[config.mk]
export PLATFORM = sky130hd
export DESIGN_NAME = spi_chan_sched
export DESIGN_NICKNAME = d
export VERILOG_FILES = /design/src/rtl/spi_chan_sched.sv
export SDC_FILE = /design/constraint.sdc
export NUM_CORES = 1
export LEC_CHECK = 0
export BUFFER_PORTS_ARGS = -buffer_cell sky130_fd_sc_hd__buf_2
export CORE_MARGIN = 10
export CORE_UTILIZATION = 52
export DETAILED_ROUTE_END_ITERATION = 8
export HOLD_SLACK_MARGIN = 0.06
export PLACE_DENSITY = 0.82
export SETUP_SLACK_MARGIN = 0.3
export SLEW_MARGIN = 20
export SYNTH_ARGS = -nofsm -noshare
export SYNTH_HDL_FRONTEND = slang
export SYNTH_SLANG_ARGS = --single-unit
[constraint.sdc]
create_clock -name clk -period 4.88 [get_ports clk]
set_input_delay 0.244 -clock clk [delete_from_list [all_inputs] [get_ports clk]]
set_output_delay 0.244 -clock clk [all_outputs]
set_load 0.05 [all_outputs]
[src/rtl/spi_chan_sched.sv]
// Round-robin scheduler sharing one SPI serializer and its 1-to-4 demux between
// four requesters, with a CS guard gap after each transfer and a hung-transfer timeout.
module spi_chan_sched #(
   parameter int unsigned GUARD_CYCLES = 2,
   parameter int unsigned TIMEOUT      = 255,
   parameter int unsigned CNT_WIDTH    = 8
) (
   input  logic       clk,
   input  logic       rst,
   input  logic [3:0] req,
   input  logic       xfer_done,
   output logic [3:0] grant,
   output logic [1:0] sel,
   output logic       xfer_start,
   output logic       busy,
   output logic       err,
   output logic [1:0] err_chan
);

   typedef enum logic [1:0] {IDLE, START, WAIT, GUARD} state_t;

   localparam logic [CNT_WIDTH-1:0] GUARD_LOAD   = CNT_WIDTH'(GUARD_CYCLES);
   localparam logic [CNT_WIDTH-1:0] TIMEOUT_LAST = CNT_WIDTH'(TIMEOUT - 1);

   state_t               state;
   logic [1:0]           last;
   logic [1:0]           winner;
   logic [CNT_WIDTH-1:0] cnt;
   logic                 done_ok;
   logic                 timeout_hit;

   // Scan offsets from farthest to nearest so the closest requester after 'last' wins.
   always_comb begin
      winner = last;
      for (int unsigned i = 4; i >= 1; i--) begin
         if (req[last + 2'(i)]) winner = last + 2'(i);
      end
   end

   // A done coinciding with the start pulse belongs to no transfer and is ignored.
   assign done_ok     = xfer_done && !xfer_start;
   assign timeout_hit = (TIMEOUT != 0) && !done_ok && (cnt == TIMEOUT_LAST);

   always_ff @(posedge clk) begin
      if (rst) begin
         state      <= IDLE;
         grant      <= '0;
         sel        <= '0;
         xfer_start <= 1'b0;
         busy       <= 1'b0;
         err        <= 1'b0;
         err_chan   <= '0;
         last       <= 2'd3;
         cnt        <= '0;
      end else begin
         xfer_start <= 1'b0;
         err        <= 1'b0;
         case (state)
            IDLE: begin
               if (|req) begin
                  sel   <= winner;
                  grant <= 4'(1) << winner;
                  last  <= winner;
                  state <= START;
                  busy  <= 1'b1;
               end
            end
            START: begin
               xfer_start <= 1'b1;
               cnt        <= '0;
               state      <= WAIT;
            end
            WAIT: begin
               if (done_ok || timeout_hit) begin
                  grant <= '0;
                  if (timeout_hit) begin
                     err      <= 1'b1;
                     err_chan <= sel;
                  end
                  if (GUARD_CYCLES == 0) begin
                     state <= IDLE;
                     busy  <= 1'b0;
                  end else begin
                     state <= GUARD;
                     cnt   <= GUARD_LOAD;
                  end
               end else begin
                  cnt <= cnt + 1'b1;
               end
            end
            GUARD: begin
               if (cnt == CNT_WIDTH'(1)) begin
                  state <= IDLE;
                  busy  <= 1'b0;
               end else begin
                  cnt <= cnt - 1'b1;
               end
            end
            default: begin
               state <= IDLE;
               busy  <= 1'b0;
            end
         endcase
      end
   end

endmodule

* After elaboration in Yosys (flattened, before gate mapping)
Index checks and enable logic that the tools add are counted.
** Cells by class
- Add/subtract/negate cells :: 5
- Multiply operators :: 0
- Magnitude comparators :: 3
- Divide/modulo/power cells :: 0
- Eq/ne operators :: 9
- Bitwise operators :: 2
- Shift operators :: 1
- Reduce and logical (&&, ||, !) cells :: 17
- Multiplexer cells :: 24
** Operators by type and width (number)
- 8-bit one-hot mux with 3 select lines :: 1
- 8-bit 2-to-1 mux :: 2
- 2-bit 2-to-1 mux :: 6
- 3-bit AND reduction :: 4
- 2-bit by 3-bit less-than comparator with 1-bit output (second input constant) :: 3
- 8-bit by 1-bit adder with 8-bit output (second input constant) :: 1
- 8-bit by 1-bit == test with 1-bit output (second input constant) :: 1
- 8-bit == test (second input constant) :: 1
- 4-bit 2-to-1 mux :: 2
- 2-bit inequality test (second input constant) :: 4
- 2-bit one-hot mux with 4 select lines :: 1
- 4-bit one-hot mux with 2 select lines :: 1
- 8-bit by 1-bit subtractor with 8-bit output (second input constant) :: 1
- 1-bit 2-to-1 mux :: 7
- 1-bit binary-select mux with 2-bit select :: 3
- 2-bit adder (second input constant) :: 2
- 2-bit == test (second input constant) :: 2
- 2-bit AND reduction :: 2
- 2-bit nonzero test :: 2
- 4-bit OR reduction :: 1
- 1-bit by 2-bit left shift with 4-bit output (first input constant) :: 1
- 3-bit nonzero test :: 1
- 3-bit OR reduction :: 1
- 2-bit by 1-bit adder with 2-bit output (second input constant) :: 1
- other kinds (7) :: 10
** Word-level totals
- Bits in read-only memories :: 0
- Bits in registers :: 23
- Output and inout bits :: 11
- Memory bits (writable) :: 0
- Bits in latches :: 0
- Memories :: 0
- Input bits :: 7
- Logic and storage cells :: 70

* Longest topological paths before layout
- Depth in word-level cells :: 9
- Depth in mapped cells :: 7
- Mapped depth without buffers :: 6

* Worst setup path before layout
OpenSTA, ideal clock, no wires.
- Path type :: register -> register
- Start :: register cnt[0]
- End :: register cnt[4]
- Buffers on the path :: 1
- Cell stages (with the launch flop) :: 8
- Setup time :: 0.074 ns
- Slack :: 2.915 ns
- Clock period less this slack :: 1.965 ns
- Data arrival time :: 1.891 ns
- Data required time :: 4.806 ns
- Path through :: dfxtp_1 -> clkbuf_1 -> inv_1 -> ha_1 -> and3_1 -> a211o_1 -> o41a_1 -> o21ai_0
** On the way
- Cells in the longest elaborated chain, start to end :: 5
- Elaborated cells on any way between the ends :: 11
- Those cells by class :: add/sub (2); eq/ne (3); mux (3); reduce/logical (3)
** RTL lines
- start, declared :: line 28 : logic [CNT_WIDTH-1:0] cnt;
- start signal, assigned :: line 88 : cnt <= cnt + 1'b1;
- start signal, assigned :: line 96 : cnt <= cnt - 1'b1;
- parallel branches: the longest is 5 deep, another holds 8-bit by 1-bit subtractor with 8-bit output
Parallel ways; which one is timed is not known. The select of a mux whose other input is x is not followed.
A chain may end at the register's enable or synchronous reset.

* Final worst setup path
- Start :: register cnt[0]
- End :: register grant[1]
** On the way
- Cells in the longest elaborated chain, start to end :: 5
** RTL lines
- 8-bit == test :: line 42 : assign timeout_hit = (TIMEOUT != 0) && !done_ok && (cnt == TIMEOUT_LAST);
- 1-bit logical AND :: line 42
- 1-bit logical OR :: line 74 : if (done_ok || timeout_hit) begin
- 2-bit inequality test (no source line)
- 3-bit AND reduction (no source line)
- end signal, assigned :: line 62 : grant <= 4'(1) << winner;
- end, declared :: line 12 : output logic [3:0] grant,
No other way between the ends.

==> flow_metrics.tcl <==
set metrics [dict create \
    cts_tree "built" \
    seq_area_frac_synth 0.304 \
    final_util 0.576 \
    cts-root-buf "clkbuf_4" \
    syn_area_per_cell_sq_um 8.62 \
    cts.reportedPaths.clkPinSlew_ns 0.12 \
    synth.area.top_cells "dfxtp_1 (30%), ha_1 (6.6%), nor4b_4 (3.1%)" \
    synth_top_area_frac 0.304 \
    layout-drive-gt1-share 0.151 \
    die_w_microns 74 \
    synth_top_family_by_area "compound AO/OA/AOI/OAI gates" \
    drtIter0Drc 175 \
    ys_ff_latch 23 \
    worstSetupPathType "reg -> reg" \
    wl_mm 3.73 \
    ios 18 \
    area_growth_pct 5.61 \
    coreArea_sq_mm 0.00278 \
    syn-num-nets 191 \
    endpoint "grant[1]" \
    synth-simple-area-share 0.238 \
    ant_nets 0 \
    dr_wl_met3_microns 229 \
    grt_start_max_net_pins 17 \
    first_pass_iters 4 \
    io_buffers 17 \
    report.final.setup_viol 0 \
    grt_util_all_layers 0.137 \
    setup_tns_ns 0 \
    ys.flop_type "dfxtp_1" \
    grt_first_pass_wirelength_mm 6.27 \
    holdWs_ns 0.281 \
    synth-xor-area-share 0.00578 \
    worstPathRequired_ns 5.15 \
    hold_viol 0 \
    met1_length_mm 1.62 \
    avgRoutedWirePerCell_microns 17.3 \
    viasPerCell 6.44 \
    met2_wirelength_mm 1.87 \
    syn_area_sq_mm 0.00152 \
    slew_headroom 0.621 \
    synthArstFlopShare 0 \
    ff2ff_setup_slack_ns 2.70 \
    drc 0 \
    overflow 0 \
    antennaDiodeCount 0 \
    place_hpwl_mm 2.85 \
    top_layer "met4" \
    powerDensity_mw_per_mm2 496 \
    fin_nets 201 \
    start_util 0.545 \
    syn_inst 176 \
    synthTopCellsByCount "dfxtp_1 (23), inv_1 (12), nand2_1 (12), nor2_1 (12), a21oi_1 (9)" \
    synth.most_common_cell "dfxtp_1" \
    hold_class "in -> reg" \
    yosys_warnings 0 \
    cts.sinks 23 \
    worstSetupStartpoint "cnt[0]" \
    die_y_microns 74 \
    final_area_sq_mm 0.00160 \
    reg2reg_to "grant[1]" \
    synthAdderAreaFrac 0.0660 \
    dpl_cell_area_sq_mm 0.00158 \
    cts_resized 0 \
    slew_viol_final 0 \
    muxShareOfSynthArea 0.0272 \
    grt_pass1_vias 1433 \
    worstMarginPinSlew_ns 0.563 \
    yosys.area.top_type "dfxtp_1" \
    path_max_fanout 10 \
    ctsLongestPathBuffers 2 \
    p_leak_nw 0.618 \
    outcome "completed" \
    skew_ns 0.00626 \
    rsz0062_at_grt "no" \
    clock.fmax_ghz 0.460 \
    end_kind "flop" \
    vias 1390 \
    r2r_cells 6 \
    grt_antenna_before_repair 0 \
    reg2reg_from "cnt[0]" \
    floorplan.die_area_sq_mm 0.00548 \
    drv_cap 0 \
    yosysUniqueCellTypes 53 \
    clkLatencyLatePin_ns 0.32 \
    min_period_over_period 0.446 \
    hold_buffers 0 \
    rows 19 \
    synth_edf_count 0 \
    startpoint_type "flop" \
    cts_setup_buffers 0 \
    routabilityCongestion 0.969 \
    arrival_ns 2.44 \
    synth_compound_area_frac 0.286 \
    ir_drop_mv 0.474 \
    cts_made_buffers 3 \
    cts_max_level 1 \
    fin_crit_ns 2.18 \
]
critical path, cell delays in order, from the launching register on:
cell and delay, ns:
dfxtp_1 0.56, inv_1 0.14, ha_1 0.26, and3_1 0.26, a211oi_4 0.47, o31a_1 0.28, a32o_1 0.15
worst min path at each step:
stage               slack (ns)           to      from  cells after the start
global placement          0.45     grant[0]  grant[0]                      1
global route              0.32  err_chan[1]       rst                      2
CTS                       0.28          err       rst                      2
detailed placement        0.45     grant[0]  grant[0]                      1
floorplan                 0.41      last[0]       rst                      2
finish                    0.28          err       rst                      2
logic make-up after synthesis:
logic type,Yosys count
xor gates and xnor gates,1
adders and majority gates,8
buffers and inverters,24
DFF,23
and+or+nand+nor,61
muxes,4
AOI/OAI and AO/OA,55
sequential cells by signal (all words and copies together) (netlist names):
register	cells
err_chan	2
grant	4
cnt	8
xfer_start	1
last	2
state	2
busy	1
err	1
sel	2
area by class of cell:
class                   instances  area, sq um
fillers                       249         1180
multi-input cells             129          946
flip-flops and latches         23          460
repair buffers                 17         85.1
inverters                      12         45.0
well taps                      31         38.8
clock buffers                   4         26.3
cells in the final DEF, fill, tap and decap left out, types with 2 or more instances in the layout:
cell      synthesis  routed
o211ai_1          2       2
nor4b_4           2       2
o31ai_1           3       3
a211o_1           3       3
nor4_1            2       2
nor2b_1           4       4
mux2i_1           3       3
inv_1            12      12
or4_1             2       2
nand4_1           3       3
nor3b_1           2       2
ha_1              8       8
a211oi_1          2       2
nand3_1           4       4
clkbuf_4          0       3
a21oi_1           9       9
nand2b_1          5       5
or3_1             2       2
and3_1            2       2
dfxtp_1          23      23
o221ai_1          2       2
nor3_1            5       5
a32o_1            4       4
nand2_1          12      12
o31a_1            4       4
nor2_1           12      12
o21ai_0           8       8
buf_2             4      17
per-stage QoR:
step	std cells	worst slack [ns]	power, mW
after floorplan	176	2.91	0.605
after global placement	212	2.91	0.681
after detailed placement	212	2.77	0.702
after CTS	216	2.75	0.792
after global routing	216	2.57	0.842
final	216	2.70	0.794
power breakdown:
part           switching (mW)  total [mW]  internal [mW]
sequential             0.0504       0.283          0.233
combinational           0.277       0.422          0.144
clock                  0.0574      0.0894         0.0320
metal layers:
metal / vias up / global-route usage
li1: 680 / -
met1: 655 / 0.161
met2: 53 / 0.237
met3: 2 / 0.0332
met4: 0 / 0.0476
met5: - / 0
No activity file was read; power rests on OpenSTA's default activity.
